File: src/rtl/seg7x4_pkg.sv
// +----------------------------------------------------------------------+
// | Module : seg7x4_pkg                                                  |
// | Brief  : Shared types and segment patterns for the 4-digit 7-segment |
// |          scan controller.                                            |
// | Rev    : 1.0  initial release                                        |
// +----------------------------------------------------------------------+
`default_nettype none

package seg7x4_pkg;

  // Scan FSM: all segments dark between slots, then one digit lit.
  typedef enum logic [0:0] {
    BLANK = 1'b0,
    SHOW  = 1'b1
  } scan_state_e;

  // Active-high segment patterns, bit 0 = a ... bit 6 = g.
  localparam logic [6:0] SEG_0     = 7'h3F;
  localparam logic [6:0] SEG_1     = 7'h06;
  localparam logic [6:0] SEG_2     = 7'h5B;
  localparam logic [6:0] SEG_3     = 7'h4F;
  localparam logic [6:0] SEG_4     = 7'h66;
  localparam logic [6:0] SEG_5     = 7'h6D;
  localparam logic [6:0] SEG_6     = 7'h7D;
  localparam logic [6:0] SEG_7     = 7'h07;
  localparam logic [6:0] SEG_8     = 7'h7F;
  localparam logic [6:0] SEG_9     = 7'h6F;
  localparam logic [6:0] SEG_BLANK = 7'h00;

endpackage

`default_nettype wire

File: src/rtl/seg7_bcd_decode.sv
// +----------------------------------------------------------------------+
// | Module : seg7_bcd_decode                                             |
// | Brief  : Combinational BCD to 7-segment decoder. Non-decimal codes   |
// |          produce a dark digit.                                       |
// | Rev    : 1.0  initial release                                        |
// +----------------------------------------------------------------------+
`default_nettype none

module seg7_bcd_decode
  import seg7x4_pkg::*;
(
  input  logic [3:0] bcd,
  output logic [6:0] seg
);

  // Table lookup; codes 0xA..0xF leave the digit dark.
  always_comb begin
    seg = SEG_BLANK;
    case (bcd)
      4'd0:    seg = SEG_0;
      4'd1:    seg = SEG_1;
      4'd2:    seg = SEG_2;
      4'd3:    seg = SEG_3;
      4'd4:    seg = SEG_4;
      4'd5:    seg = SEG_5;
      4'd6:    seg = SEG_6;
      4'd7:    seg = SEG_7;
      4'd8:    seg = SEG_8;
      4'd9:    seg = SEG_9;
      default: seg = SEG_BLANK;
    endcase
  end

endmodule

`default_nettype wire

File: src/rtl/seg7x4_scan_ctrl.sv
// +----------------------------------------------------------------------+
// | Module : seg7x4_scan_ctrl                                            |
// | Brief  : Time-multiplexed scan of 4 BCD digits onto one 7-bit        |
// |          segment bus, with blanking gaps between slots and a         |
// |          frame-synchronous double buffer for the digit values.       |
// | Config : SEGX4_PWM_DIM_EN adds the 3-bit brightness input, which     |
// |          shortens the lit part of each SHOW slot.                    |
// | Rev    : 1.0  initial release                                        |
// +----------------------------------------------------------------------+
`default_nettype none

module seg7x4_scan_ctrl
  import seg7x4_pkg::*;
#(
  parameter int DWELL_CYCLES = 1000,
  parameter int BLANK_CYCLES = 16
) (
  input  logic        clk,
  input  logic        rst,
  input  logic [15:0] digits_in,
  input  logic        load,
  output logic [6:0]  seg_out,
  output logic [1:0]  dig_sel,
  output logic        dig_en,
  output logic        frame_done
`ifdef SEGX4_PWM_DIM_EN
  ,
  input  logic [2:0]  brightness
`endif
);

  localparam int TMAX = (DWELL_CYCLES > BLANK_CYCLES) ? DWELL_CYCLES : BLANK_CYCLES;
  localparam int TW   = $clog2(TMAX);
  localparam logic [TW-1:0] DWELL_LAST = TW'(DWELL_CYCLES - 1);
  localparam logic [TW-1:0] BLANK_LAST = TW'(BLANK_CYCLES - 1);

  scan_state_e   state, state_nx;
  logic [TW-1:0] timer, timer_nx;
  logic [1:0]    idx, idx_nx;
  logic          wrap;
  logic          wrap_q;
  logic [15:0]   pending;
  logic [15:0]   shadow;
  logic [3:0]    cur_digit;
  logic [6:0]    seg_dec;
  logic          lit;

  // Scan state register: FSM state, slot timer and digit index.
  always_ff @(posedge clk) begin
    if (!rst) begin
      state <= BLANK;
      timer <= '0;
      idx   <= 2'd0;
    end else begin
      state <= state_nx;
      timer <= timer_nx;
      idx   <= idx_nx;
    end
  end

  // Next-state logic; wrap flags the SHOW(idx3) -> BLANK(idx0) frame boundary.
  always_comb begin
    state_nx = state;
    timer_nx = timer + 1'b1;
    idx_nx   = idx;
    wrap     = 1'b0;
    case (state)
      BLANK: begin
        if (timer == BLANK_LAST) begin
          state_nx = SHOW;
          timer_nx = '0;
        end
      end
      SHOW: begin
        if (timer == DWELL_LAST) begin
          state_nx = BLANK;
          timer_nx = '0;
          idx_nx   = idx + 1'b1;
          wrap     = (idx == 2'd3);
        end
      end
      default: begin
        state_nx = BLANK;
        timer_nx = '0;
      end
    endcase
  end

  // Double buffer: loads land in pending; shadow only moves at the frame boundary,
  // taking a coincident load directly so it is not delayed by a whole frame.
  always_ff @(posedge clk) begin
    if (!rst) begin
      pending <= '0;
      shadow  <= '0;
    end else begin
      if (load) pending <= digits_in;
      if (wrap) shadow <= load ? digits_in : pending;
    end
  end

  assign cur_digit = shadow[{idx, 2'b00} +: 4];

  seg7_bcd_decode u_decode (
    .bcd (cur_digit),
    .seg (seg_dec)
  );

`ifdef SEGX4_PWM_DIM_EN
  logic [31:0] on_limit;
  // Lit window: first (brightness+1)/8 of the dwell, then dark for the rest of the slot.
  always_comb begin
    on_limit = (({29'd0, brightness} + 32'd1) * 32'(DWELL_CYCLES)) / 32'd8;
    lit      = ({{(32-TW){1'b0}}, timer} < on_limit);
  end
`else
  assign lit = 1'b1;
`endif

  // Output register: everything follows the scan state one cycle later, so
  // dig_sel, dig_en and frame_done all move on the same edge.
  always_ff @(posedge clk) begin
    if (!rst) begin
      seg_out    <= SEG_BLANK;
      dig_sel    <= 2'd0;
      dig_en     <= 1'b0;
      wrap_q     <= 1'b0;
      frame_done <= 1'b0;
    end else begin
      seg_out    <= ((state == SHOW) && lit) ? seg_dec : SEG_BLANK;
      dig_en     <= (state == SHOW) && lit;
      dig_sel    <= idx;
      wrap_q     <= wrap;
      frame_done <= wrap_q;
    end
  end

endmodule

`default_nettype wire

File: config.mk
export PLATFORM = sky130hd
export DESIGN_NAME = seg7x4_scan_ctrl
export DESIGN_NICKNAME = d
export VERILOG_FILES = /design/src/rtl/seg7x4_pkg.sv /design/src/rtl/seg7_bcd_decode.sv /design/src/rtl/seg7x4_scan_ctrl.sv
export SDC_FILE = /design/constraint.sdc
export NUM_CORES = 1
export LEC_CHECK = 0
export CAP_MARGIN = 20
export CORE_ASPECT_RATIO = 0.7
export CORE_MARGIN = 10
export CORE_UTILIZATION = 40
export DETAILED_ROUTE_END_ITERATION = 8
export GPL_ROUTABILITY_DRIVEN = 1
export HOLD_SLACK_MARGIN = 0.15
export MAX_ROUTING_LAYER = met4
export PLACE_DENSITY = 0.64
export SLEW_MARGIN = 20
export SYNTH_ARGS = -nofsm -noshare
export SYNTH_HDL_FRONTEND = slang
export SYNTH_SLANG_ARGS = --single-unit
File: constraint.sdc
create_clock -name clk -period 2.69 [get_ports clk]
set_input_delay 0.4035 -clock clk [delete_from_list [all_inputs] [get_ports clk]]
set_output_delay 0.4035 -clock clk [all_outputs]
set_load 0.05 [all_outputs]
==> metrics.cfg, run 1 <==
[status]
status = finished clean

[floorplan]
fp.dieArea_sq_um = 9540
rows = 23
pin_count = 30
core_region_area_sq_um = 5760
start_util = 0.416
die_h_microns = 84.8
die_x_microns = 113

[critical_path]
worstSetupPathDepth = 6
slowest_delay_ns = 0.64
r2r_cells = 6
rr_startpoint = idx[0]
r2r_end = seg_out[3]
crit_slowest_cell = mux4_2
required_ns = 2.90
path_buf_inv = 1
path_class = reg2reg
cp_max_fo = 7
end_kind = flop
path_cells = mux4_2 > inv_1 > ha_1 > nor2_1 > o21ai_1 > o21ai_0
cp-start-kind = flop
r2r_slack_ns = 0.76
crit_end = seg_out[3]
path_delay_family = multiplexers
arrival_ns = 2.13
cp-startpoint = idx[0]

[power_and_ir_drop]
power_frac_seq = 0.539
clockPowerShare = 0.411
vdd_drop_max_v = 0.000299
swShare = 0.221
p_int_mw = 1.26
power_switching_mw = 0.355
p_leak_nw = 1.15
pwr-share-comb = 0.050
power.density_nw_per_um2 = 556

[sta]
slew-limit-headroom = 0.664
tightest_slew_ns = 0.503
fin_skew_ns = 0.00507
rsz0062_at_grt = no
finalCritPeriodShare = 0.716
final_hold_viol_count = 0
min_period_ns = 1.93
setup_viol = 0
slew_viol_final = 0
fmax_ghz = 0.519
setup_tns_ns = 0

[grt]
antenna_found_initial = 0
grt_use_total = 0.102
overflow = 0
grt_pass1_vias = 1588
grt_pass1_wl_microns = 7590
grt_max_degree = 43

[synth]
synth_cells = 238
yosysTopAreaCell = dfxtp_1
syn-num-nets = 265
avgSynthCellArea_sq_um = 10.1
ys_seq_area_frac = 0.476
yosys-top-cells-area = dfxtp_1 (48%), mux2i_1 (7.1%), nor2b_1 (5.2%)
yosys_warnings = 0
syn_area_sq_um = 2400
synth_top_cell_area_share = 0.476
synth.distinct_cells = 33
synth.ff_latch_count = 57

[place]
place_congestion = 0.832
detailed_place_hpwl_microns = 3070
port_buffers = 29

[routing]
wl_per_cell_microns = 12.9
drt_iter0_markers = 76
vias = 1676
drc = 0
drt-pass1-iter-count = 4
antenna_left = 0
avgViaCountPerCell = 4.83
wirelength_microns = 4460

[clock_network]
cts_root_buf = clkbuf_8
ctsHoldBuffers = 0
cts_setup_buffers = 0
numCtsBuffers = 9
cts_max_level = 3
cts_tree = built
clock_latency_ns = 0.33
ctsResizeCount = 0
clk_pin_slew_ns = 0.06
clock_sinks = 57
cts_buffer_depth = 2

[cells_and_area]
area_growth_syn_to_layout_pct = 20.8
final_core_util = 0.503
nNetsFinal = 295
drive_above_1_share = 0.0993
diodes = 0

[hold_path]
worstHoldPathType = reg2reg

[job]
max_cap_viol_count = 0

-- placed cells by master, fill, tap and decap left out, drive strengths merged --
master / instances
a21o: 1
nor4: 2
a21boi: 1
inv: 6
clkbuf: 11
nand2: 22
a21oi: 20
xnor2: 4
clkdlybuf4s50: 29
nand4b: 1
mux4: 4
and3: 3
dfxtp: 57
nor3: 3
clkinv: 4
nor2: 13
o21ai: 4
mux2i: 17
nand2b: 2
o31ai: 4
nand3: 4
ha: 8
xor2: 5
and2: 5
a31o: 16
nor2b: 20
nand3b: 1
buf: 4
nand4: 1
-- how the worst min path moves through the flow --
stage,from,endpoint,slack (ns),depth (start not counted)
2_1_floorplan,wrap_q,frame_done,0.41,1
3_3_place_gp,timer[0],timer[0],0.43,1
3_5_place_dp,wrap_q,frame_done,0.44,1
4_1_cts,timer[0],timer[0],0.45,1
5_1_grt,wrap_q,frame_done,0.48,1
6_report,timer[0],timer[0],0.45,1
-- final cells by class --
cell class                      instances  area [sq um]
Fill cell                             557          2860
Inverter                                6          22.5
Clock buffer                           11           141
Sequential cell                        57          1140
Timing Repair Buffer                   33           320
Multi-Input combinational cell        161          1150
Tap cell                               75          93.8
Clock inverter                          4          20.0
-- state kept, by name (all words and copies together) (netlist names) --
signal and cells:
frame_done 1, shadow 16, dig_sel 2, dig_en 1, state 1, pending 16, seg_out 7, wrap_q 1
timer 10, idx 2
-- cell families after synthesis --
group,synth area share
muxes,0.109
AOI/OAI and AO/OA,0.127
and+or+nand+nor,0.171
DFF,0.476
adders and majority gates,0.0418
xor gates and xnor gates,0.0329
buffers and inverters,0.0418
-- Yosys cell counts, drive strengths merged --
| master | number |
|---|---|
| a31o | 16 |
| nand3b | 1 |
| a21boi | 1 |
| and3 | 3 |
| dfxtp | 57 |
| a21oi | 20 |
| and2 | 5 |
| nand2 | 22 |
| xor2 | 5 |
| mux4 | 4 |
| inv | 6 |
| nor2b | 20 |
| a21o | 1 |
| nand4 | 1 |
| nand3 | 4 |
| o21ai | 4 |
| nand4b | 1 |
| nor4 | 2 |
| nand2b | 2 |
| o31ai | 4 |
| buf | 9 |
| clkbuf | 5 |
| mux2i | 17 |
| nor2 | 13 |
| nor3 | 3 |
| ha | 8 |
| xnor2 | 4 |
-- routing by layer --
| layer | share of wire | routed length (microns) | track usage | vias to the layer above |
|---|---|---|---|---|
| li1 | - | - | - | 887 |
| met1 | 0.54 | 2420 | 0.131 | 744 |
| met2 | 0.39 | 1730 | 0.124 | 41 |
| met3 | 0.061 | 274 | 0.0604 | 4 |
| met4 | 0.0085 | 38 | 0.0379 | 0 |
| met5 | 0 | 0 | - | - |
-- stage by stage --
stage | hold slack [ns] | total power [mW] | instance area, sq um | worst slack (ns) | instances
floorplan | 0.412 | 0.930 | 2400 | 0.964 | 238
global placement | 0.433 | 0.968 | 2730 | 0.771 | 332
detailed placement | 0.437 | 0.969 | 2730 | 0.718 | 332
CTS | 0.455 | 1.64 | 2890 | 0.735 | 347
global route | 0.480 | 1.69 | 2890 | 0.547 | 347
finish | 0.450 | 1.61 | 2890 | 0.764 | 347
-- power by group through the flow --
stage	sequential, mW	clock [mW]	combinational (mW)
floorplan	0.885	0	0.0450
global placement	0.886	0	0.0815
detailed placement	0.887	0	0.0820
CTS	0.868	0.686	0.0823
global route	0.869	0.727	0.0893
finish	0.868	0.661	0.0809
Note: power is estimated with default switching activity, not from simulation.
==> run 2: changes to the inputs <==
- clock period: 2.69 -> 1.8 ns (I/O delays scaled with it)
==> run 2 against run 1 <==
- global-route usage up 0.39 points
- first-iteration DRC count down 1.3%
- hold slack better by 0.0037 ns
- critical endpoint is now dig_sel[0]
- critical path depth down 5
- cell count up 1.4%
- clock skew up 0.0033 ns
- combinational power up 53%
- power up 70%
- cell area up 4.4%
==> metrics.cfg, run 2 (synthesized netlist as in run 1, its figures left out) <==
[power_and_ir_drop]
vdd_drop_max_v = 0.000515  ; +72%
power.density_nw_per_um2 = 906  ; +63%
power_mw = 2.74  ; +70%
p_leak_nw = 1.21  ; +5.0%

[sta]
tightest_slew_ns = 0.505  ; +0.00250 ns
finalCritPeriodShare = 0.959
final_hold_viol_count = 0  ; unchanged
slew_viol_final = 0  ; unchanged
slew-limit-headroom = 0.662  ; -0.00167
setup_tns_ns = 0  ; unchanged
rsz0062_at_grt = no
setup_viol = 0  ; unchanged
fin_skew_ns = 0.00838  ; +0.00330 ns
fmax_ghz = 0.579
min_period_ns = 1.73

[grt]
grt_pass1_vias = 1737  ; +9.4%
antenna_found_initial = 0  ; unchanged
grt_pass1_wl_microns = 8140  ; +7.2%
grt_max_degree = 36  ; -16%
grt_use_total = 0.106  ; +0.00394
overflow = 0  ; unchanged

[critical_path]
cp_max_fo = 1  ; -6
r2r_cells = 6  ; unchanged
r2r_end = seg_out[1]
path_delay_family = buffers and inverters
cp-start-kind = flop
cp-startpoint = dig_sel[0]
arrival_ns = 1.46  ; -0.67 ns
slowest_delay_ns = 0.80  ; +0.16 ns
crit_slowest_cell = clkdlybuf4s50_1
crit_end = dig_sel[0]
path_cells = clkdlybuf4s50_1
end_kind = output port
rr_startpoint = idx[0]
required_ns = 1.53  ; -1.37 ns
r2r_slack_ns = 0.10  ; -0.66 ns
worstSetupPathDepth = 1  ; -5
path_buf_inv = 1  ; unchanged
path_class = reg2out

[place]
port_buffers = 29  ; unchanged
detailed_place_hpwl_microns = 3130  ; +1.9%
place_congestion = 0.805  ; -3.2%

[floorplan]
pin_count = 30  ; unchanged
rows = 23  ; unchanged
die_h_microns = 84.8  ; unchanged
start_util = 0.416  ; unchanged
die_x_microns = 113  ; unchanged
fp.dieArea_sq_um = 9540  ; unchanged
core_region_area_sq_um = 5760  ; unchanged

[routing]
drc = 0  ; unchanged
vias = 1709  ; +2.0%
drt-pass1-iter-count = 4  ; unchanged
drt_iter0_markers = 75  ; -1.3%
avgViaCountPerCell = 4.86  ; +0.52%
wirelength_microns = 4560  ; +2.2%
wl_per_cell_microns = 12.9  ; +0.72%
antenna_left = 0  ; unchanged

[clock_network]
cts_max_level = 3  ; unchanged
cts_buffer_depth = 2  ; unchanged
cts_tree = built
ctsHoldBuffers = 0  ; unchanged
cts_root_buf = clkbuf_8
numCtsBuffers = 9  ; unchanged
clock_latency_ns = 0.34  ; about the same
clock_sinks = 57  ; unchanged
clk_pin_slew_ns = 0.06  ; about the same

[cells_and_area]
area_growth_syn_to_layout_pct = 26.1
drive_above_1_share = 0.123  ; +0.0235
diodes = 0  ; unchanged
final_common_cell = dfxtp_1
nNetsFinal = 299  ; +1.4%
reg_top3 = pending x16, shadow x16, timer x10
final_cell_mix = dfxtp_1 (56), clkdlybuf4s50_1 (28), nand2_1 (22), nor2b_1 (20), a21oi_1 (20)

[hold_path]
worstHoldPathType = reg2reg

[status]
status = finished clean

[job]
max_cap_viol_count = 0  ; unchanged

## run 2: cell count changes in the layout (fill, tap and decap cells not counted)
cell	before	now
bufinv_16	0	2
o21ai_1	1	2
clkdlybuf4s50_1	29	28
clkinv_2	4	2
clkinv_4	0	1
buf_12	0	3
buf_4	4	6
dfxtp_4	0	1
o21ai_0	3	2
dfxtp_1	57	56
## run 2: final cells by class
cell class,instances,area [sq um]
timing repair buffer,37,385
tap,75,93.8
inverter,6,22.5
multi-input combinational,161,1150
fill,546,2730
clock inverter,5,78.8
sequential,57,1140
clock buffer,11,141
## run 2: worst min-delay path by stage
stage                   from          to  slack [ns]  cells past startpoint
finish              timer[0]    timer[0]        0.45                      1
global route        timer[0]    timer[0]        0.48                      1
CTS                   wrap_q  frame_done        0.45                      1
detailed placement    wrap_q  frame_done        0.42                      1
global placement    timer[0]    timer[0]        0.43                      1
floorplan             wrap_q  frame_done        0.41                      1
## run 2: per-layer routing
layer | vias up | track usage | routed length (microns)
li1 | 895 | - | -
met1 | 772 | 0.129 | 2430
met2 | 33 | 0.143 | 1800
met3 | 9 | 0.0512 | 255
met4 | 0 | 0.0471 | 72
met5 | - | - | 0
## run 2: repair_timing
item | CTS | global route
resized for setup | 1 | 2
endpoints found under the setup margin | 1 | 4
cloned | 0 | 0
pin swaps | 0 | 1
buffers inserted | 0 | 1
## run 2: metrics by stage
stage	hold WS, ns	area [sq um]	cells	util	setup slack, ns
CTS	0.452	3010	351	0.523	0.0506
finish	0.454	3020	352	0.525	0.0733
global placement	0.435	2790	335	0.485	0.0805
detailed placement	0.419	2790	335	0.485	0.00562
floorplan	0.412	2400	238	-	0.0739
global route	0.480	3020	352	0.525	0.00654
## run 2: power by group
group          switching (mW)  total [mW]  internal (mW)
Clock                   0.503        1.32          0.814
Combinational          0.0514       0.124         0.0731
Sequential            0.00860        1.30           1.29
